--- src/rtl/agnus_audio_dma_scheduler_pkg.sv ---
// Shared constants and types for the Agnus audio DMA scheduler.
// Register addresses are word addresses [8:1]; channel n sits at base + 8*n.
package agnus_audio_dma_scheduler_pkg;

   localparam logic [7:0] AUDLCH_BASE = 8'h50;
   localparam logic [7:0] AUDLCL_BASE = 8'h51;
   localparam logic [7:0] AUDDAT_BASE = 8'h55;
   localparam logic [7:0] REG_IDLE    = 8'hFF;
   localparam int         AUD_STRIDE  = 8;

   // Chip-RAM word address, bit 0 corresponds to byte-address bit 1.
   typedef logic [19:0] chip_addr_t;

endpackage

--- src/rtl/agnus_audio_ptr.sv ---
// One audio channel's location/pointer registers plus its per-line
// pending and restart (special) flags.
module agnus_audio_ptr
   import agnus_audio_dma_scheduler_pkg::*;
(
   input  logic        i_clk,
   input  logic        i_reset_n,
   input  logic        i_clk7_en,
   input  logic        i_cck,
   input  logic        i_strhor,
   input  logic        i_en,
   input  logic        i_req,
   input  logic        i_dmas,
   input  logic        i_grant,
   input  logic        i_wr_lch,
   input  logic        i_wr_lcl,
   input  logic [15:0] i_data,
   output chip_addr_t  o_used_addr,
   output logic        o_pending
);

   chip_addr_t r_loc;
   chip_addr_t r_ptr;
   logic       r_pending;
   logic       r_special;

   // A restart fetch reads from the location register, otherwise from the running pointer.
   assign o_used_addr = r_special ? r_loc : r_ptr;
   assign o_pending   = r_pending;

   always_ff @(posedge i_clk) begin
      if (i_clk7_en) begin
         if (!i_reset_n) begin
            r_loc     <= '0;
            r_ptr     <= '0;
            r_pending <= 1'b0;
            r_special <= 1'b0;
         end else begin
            if (i_wr_lch) r_loc[19:15] <= i_data[4:0];
            if (i_wr_lcl) r_loc[14:0]  <= i_data[15:1];
            if (i_cck) begin
               if (i_strhor) begin
                  r_pending <= i_req & i_en;
                  r_special <= i_dmas & i_req & i_en;
               end else if (!i_en) begin
                  r_pending <= 1'b0;
                  r_special <= 1'b0;
               end else if (i_grant) begin
                  r_ptr     <= o_used_addr + 20'd1;
                  r_pending <= 1'b0;
                  r_special <= 1'b0;
               end
            end
         end
      end
   end

endmodule

--- src/rtl/agnus_audio_dma_scheduler.sv ---
// Audio DMA slot scheduler: four channels, each with a fixed slot at
// SLOT_BASE + 2*n; outputs are combinational so the fetch lands in the slot itself.
module agnus_audio_dma_scheduler
   import agnus_audio_dma_scheduler_pkg::*;
#(
   parameter logic [8:0] SLOT_BASE = 9'h00D,
   parameter int         NCH       = 4
)
(
   input  logic        clk,
   input  logic        reset_n,
   input  logic        clk7_en,
   input  logic        cck,
   input  logic [8:0]  hpos,
   input  logic        strhor,
   input  logic [3:0]  dmaen,
   input  logic [3:0]  audio_dmareq,
   input  logic [3:0]  audio_dmas,
   input  logic        aen,
   input  logic [7:0]  reg_address_in,
   input  logic [15:0] data_in,
   output logic        dma,
   output logic [19:0] address_out,
   output logic [7:0]  reg_address_out,
   output logic [1:0]  grant_ch
);

   logic [NCH-1:0] w_wr_lch;
   logic [NCH-1:0] w_wr_lcl;
   logic [NCH-1:0] w_slot;
   logic [NCH-1:0] w_pending;
   logic [NCH-1:0] w_grant;
   chip_addr_t     w_used [NCH];

   for (genvar n = 0; n < NCH; n++) begin : g_ch
      assign w_wr_lch[n] = aen && (reg_address_in == AUDLCH_BASE + 8'(AUD_STRIDE * n));
      assign w_wr_lcl[n] = aen && (reg_address_in == AUDLCL_BASE + 8'(AUD_STRIDE * n));
      assign w_slot[n]   = (hpos == SLOT_BASE + 9'(2 * n));
      // The line strobe wins over a coincident slot: latching happens, no fetch.
      assign w_grant[n]  = w_slot[n] && w_pending[n] && dmaen[n] && !strhor;

      agnus_audio_ptr u_ptr (
         .i_clk       (clk),
         .i_reset_n   (reset_n),
         .i_clk7_en   (clk7_en),
         .i_cck       (cck),
         .i_strhor    (strhor),
         .i_en        (dmaen[n]),
         .i_req       (audio_dmareq[n]),
         .i_dmas      (audio_dmas[n]),
         .i_grant     (w_grant[n]),
         .i_wr_lch    (w_wr_lch[n]),
         .i_wr_lcl    (w_wr_lcl[n]),
         .i_data      (data_in),
         .o_used_addr (w_used[n]),
         .o_pending   (w_pending[n])
      );
   end

   // Slots never overlap, so at most one grant bit is set.
   always_comb begin
      dma             = 1'b0;
      grant_ch        = '0;
      address_out     = '0;
      reg_address_out = REG_IDLE;
      for (int n = 0; n < NCH; n++) begin
         if (w_grant[n]) begin
            dma             = 1'b1;
            grant_ch        = 2'(n);
            address_out     = w_used[n];
            reg_address_out = AUDDAT_BASE + 8'(AUD_STRIDE * n);
         end
      end
   end

endmodule

--- config.mk ---
export PLATFORM = sky130hd
export DESIGN_NAME = agnus_audio_dma_scheduler
export DESIGN_NICKNAME = d
export VERILOG_FILES = /design/src/rtl/agnus_audio_dma_scheduler_pkg.sv /design/src/rtl/agnus_audio_ptr.sv /design/src/rtl/agnus_audio_dma_scheduler.sv
export SDC_FILE = /design/constraint.sdc
export NUM_CORES = 1
export LEC_CHECK = 0
export CORE_MARGIN = 3
export CORE_UTILIZATION = 37
export DETAILED_ROUTE_END_ITERATION = 16
export GPL_TIMING_DRIVEN = 0
export SLEW_MARGIN = 5
export SYNTH_ARGS = -nofsm -noshare
export SYNTH_HDL_FRONTEND = slang
export SYNTH_SLANG_ARGS = --single-unit
export TNS_END_PERCENT = 100
--- constraint.sdc ---
create_clock -name clk -period 2.61 [get_ports clk]
set_input_delay 0.522 -clock clk [delete_from_list [all_inputs] [get_ports clk]]
set_output_delay 0.522 -clock clk [all_outputs]
set_load 0.01 [all_outputs]
==> run_results.csv <==
group,metric,value,unit
status,status,"complete, but fails checks",
status,violations,"setup timing",
cts,cts_hold_buffers,0,
global_routing,grtUsageTotal,22.9,%
synth,synthCells,786,
routing,drt-initial-drc-count,946,
setup_path,path_buf_inv,4,
power_and_ir_drop,intPower,5270,uW
synth,yosys_warnings,0,
synth,synth-main-ff-cell,"edfxtp_1",
layout,fillers,2140,
floorplanning,pin_count,82,
cts,cts-root-buf,"clkbuf_16",
sta,fin_tns_setup,-0.0743,ns
sta,fin_ws,-0.0384,ns
cts,cts_sinks,168,
setup_path,startpoint_type,"flip-flop",
cts,cts_made_buffers,17,
layout,fin_util,51.6,%
global_routing,grt_start_max_net_pins,21,
floorplanning,rows,57,
placed_design,place_congestion,0.952,
sta,tightest_slew,0.962,ns
power_and_ir_drop,clock_power_share,36.0,%
layout,multiInputGateArea,0.00496,mm2
global_routing,grt_overflow,0,
cts,worst_skew_pair.late_latency,0.44,ns
synth,synth.avg_cell_area,11.8,um2
setup_path,critical_path_class,"flip-flop to output pin",
sta,rsz0062_at_grt,"yes",
power_and_ir_drop,p_leak,0.00436,uW
cts,tritoncts,"yes",
placed_design,dp_hpwl,21200,um
layout,final_cells,1271,
synth,synth-edff-count,168,
setup_path,arrival,2.13,ns
synth,synth_top_cell_area_share,54.3,%
placed_design,io_buffers,78,
hold_path,hold_path.class,"input pin to flip-flop",
layout,num_antenna_cells,0,
sta,slew_headroom,35.9,%
layout,final_common_cell,"edfxtp_1",
cts,clockBufferDepth,2,
setup_path,crit_path_end,"address_out[1]",
routing,via_count,7375,
floorplanning,dieArea,0.0271,mm2
power_and_ir_drop,ir_worst_vdd,0.448,mV
power_and_ir_drop,p_total,7210,uW
routing,wirelength,30900,um
power_and_ir_drop,p_sw_share,27.0,%
global_routing,antenna_found_initial,2,
sta,slew_viol_final,0,
sta,min_period_over_period,101,%
synth,ys_seq_area_share,54.3,%
layout,design_area,0.0127,mm2
setup_path,rr_startpoint,"g_ch[3].u_ptr.r_special",
power_and_ir_drop,p_comb_share,18.2,%
setup_path,r2r-end,"g_ch[3].u_ptr.r_ptr[14]",
placed_design,placed_cell_area,0.0105,mm2
layout,regArea,0.00504,mm2
floorplanning,start_util,37.9,%
synth,synth_cell_type_count,67,
power_and_ir_drop,power_density,570,mW/mm2
layout,drive_gt1_share,30.7,%
floorplanning,die_w,165,um
sta,setup_violations,4,
sta,max_freq,378,MHz
setup_path,crit_family,"buffers and inverters",
routing,drt_pass1_iterations,6,
setup_path,worstSetupStartpoint,"g_ch[3].u_ptr.r_special",
routing,drt-vias-per-instance,5.80,
setup_path,required,2.09,ns
synth,synthTopCellsByArea,"edfxtp_1 54%, mux2i_1 8.4%, xnor2_1 3.0%, and2_1 2.6%, nor2_1 2.3%",
synth,yosys.area.top_type,"edfxtp_1",
sta,finalCriticalPeriod,2.65,ns
run,drv_cap,0,
setup_path,r2r_slack,0.06,ns
global_routing,grt_pass1_vias,7210,
setup_path,critPathMaxStageDelay,0.39,ns
cts,clk_pin_slew,0.07,ns
cts,h-tree-depth,4,
routing,drc,0,
synth,async_flop_share,0,%
layout,nNetsFinal,989,
routing,wl_per_cell,24.3,um
sta,finalHoldViolCount,0,
synth,ys_seq_elements,168,
setup_path,r2r_cells,12,
power_and_ir_drop,pwr-share-seq,45.8,%
power_and_ir_drop,p_sw,1940,uW
layout,final_cell_mix,"168 x edfxtp_1, 56 x nor2_1, 39 x buf_4",
setup_path,critPathMaxFanout,6,
placed_design,place_inst,1190,
sta,finClkSkew,0.0134,ns
setup_path,path_cells,"buf_6 -> buf_12 -> buf_16 -> mux2_4 -> o2bb2ai_2 -> nand2_1 -> o211ai_1 -> buf_2",
global_routing,grt_pass1_wl,45000,um
setup_path,cpMaxStageDelayCell,"edfxtp_1",
synth,netlist_area,0.00930,mm2
routing,ant_nets,0,
setup_path,cp_num_cells,8,
floorplanning,coreArea,0.0245,mm2
layout,area_growth,36.1,%
floorplanning,dieHeight,165,um
setup_path,endpoint_kind,"output pin",
==> metal layers <==
| metal | track usage (%) | vias up | part of all wire, % |
|---|---|---|---|
| met2 | 32.8 | 386 | 44 |
| met1 | 32.9 | 3614 | 43 |
| met3 | 5.24 | 72 | 8.8 |
| met5 | 0 | - | 0.087 |
| li1 | - | 3299 | - |
| met4 | 10.5 | 4 | 4.2 |
==> how the worst min path moves through the flow <==
stage	startpoint	endpoint	slack (ns)	cells past startpoint
3_5_place_dp	g_ch[3].u_ptr.r_loc[9]	g_ch[3].u_ptr.r_ptr[9]	0.70	2
2_1_floorplan	g_ch[3].u_ptr.r_loc[9]	g_ch[3].u_ptr.r_ptr[9]	0.62	2
5_1_grt	dmaen[2]	g_ch[2].u_ptr.o_pending	0.52	2
3_3_place_gp	g_ch[3].u_ptr.r_loc[9]	g_ch[3].u_ptr.r_ptr[9]	0.69	2
4_1_cts	dmaen[0]	g_ch[0].u_ptr.o_pending	0.59	2
6_report	dmaen[2]	g_ch[2].u_ptr.o_pending	0.51	2
==> repair_timing <==
action / CTS / global route
endpoints found under the setup margin: 141 / 81
buffers inserted: 38 / 7
gates cloned: 5 / 0
resized for setup: 308 / 79
pin swaps: 24 / 13
==> cells by family (layout without fill, tap and decap cells) <==
kind of cell / Yosys count / count (layout) / share of synthesized area (%)
compound gates: 130 / 130 / 10.8
mux: 83 / 83 / 9.00
fa+ha+maj: 4 / 4 / 0.538
flops: 168 / 168 / 54.3
buf+inv: 55 / 214 / 3.00
simple gates: 302 / 302 / 18.3
other cells: 1 / 3 / 0.0403
xor+xnor: 43 / 43 / 4.05
==> area by class of cell <==
type                    instances  share of cell area [%]
clock inverters                15                    1.38
well taps                     324                    3.20
inverters                      15                   0.445
flip-flops and latches        168                    39.9
multi-input cells             565                    39.2
plain buffers                  39                    3.36
clock buffers                  17                    3.36
repair buffers                128                    9.19
==> cell usage after synthesis (3+ instances only) <==
cell      number
a21oi_2        3
a211oi_2       5
nor2_1        56
clkbuf_1      18
mux2_2         5
ha_1           4
nor3b_1        5
o21ai_0       14
nor4_1         5
or2_2          3
o31a_1         5
a211oi_1       4
nand4b_1       7
o221ai_1      19
xnor2_1       32
and3_1         8
nor3_1        29
nand2b_1       8
mux2i_1       78
nand2_1       47
inv_1         14
a31oi_1        4
buf_6          5
nor2b_1        3
and2_1        39
xor2_1        11
nand3b_1      24
nand3_1       39
edfxtp_1     168
buf_2         10
nand4_1       13
or3_1          3
nand3_2        3
a21boi_0       6
o22ai_1       18
o21a_1        12
buf_4          6
a21o_1         6
a21oi_1       16
==> power by group through the flow <==
stage / Combinational [uW] / Sequential (uW) / Clock [uW]
2_1_floorplan: 643 / 3280 / 0
3_5_place_dp: 980 / 3310 / 0
3_3_place_gp: 972 / 3310 / 0
4_1_cts: 1210 / 3290 / 2620
6_report: 1320 / 3300 / 2590
5_1_grt: 1390 / 3320 / 2730
==> stage by stage <==
step | worst slack, ns | hold WS (ns)
6_report | -0.0384 | 0.506
5_1_grt | -0.0828 | 0.516
4_1_cts | -0.174 | 0.595
3_5_place_dp | -1.42 | 0.703
3_3_place_gp | -1.44 | 0.693
2_1_floorplan | 0.0444 | 0.623
==> state kept, by name (all words and copies together), names as in the netlist <==
| name | cells |
|---|---|
| g_ch.u_ptr.r_loc | 80 |
| g_ch.u_ptr.r_ptr | 80 |
| g_ch.u_ptr.o_pending | 4 |
| g_ch.u_ptr.r_special | 4 |
==> worst reg2reg max path: cells and delay by family, from the launching register on <==
family                   cells  cell delay, ns
AO/OA/AOI/OAI                1            0.17
flip-flops                   1            0.39
adder cells (fa/ha/maj)      1            0.19
buffers and inverters        6            0.77
multiplexers                 2            0.28
AND/OR/NAND/NOR              2            0.52
Note: power is estimated with default switching activity, not from simulation.
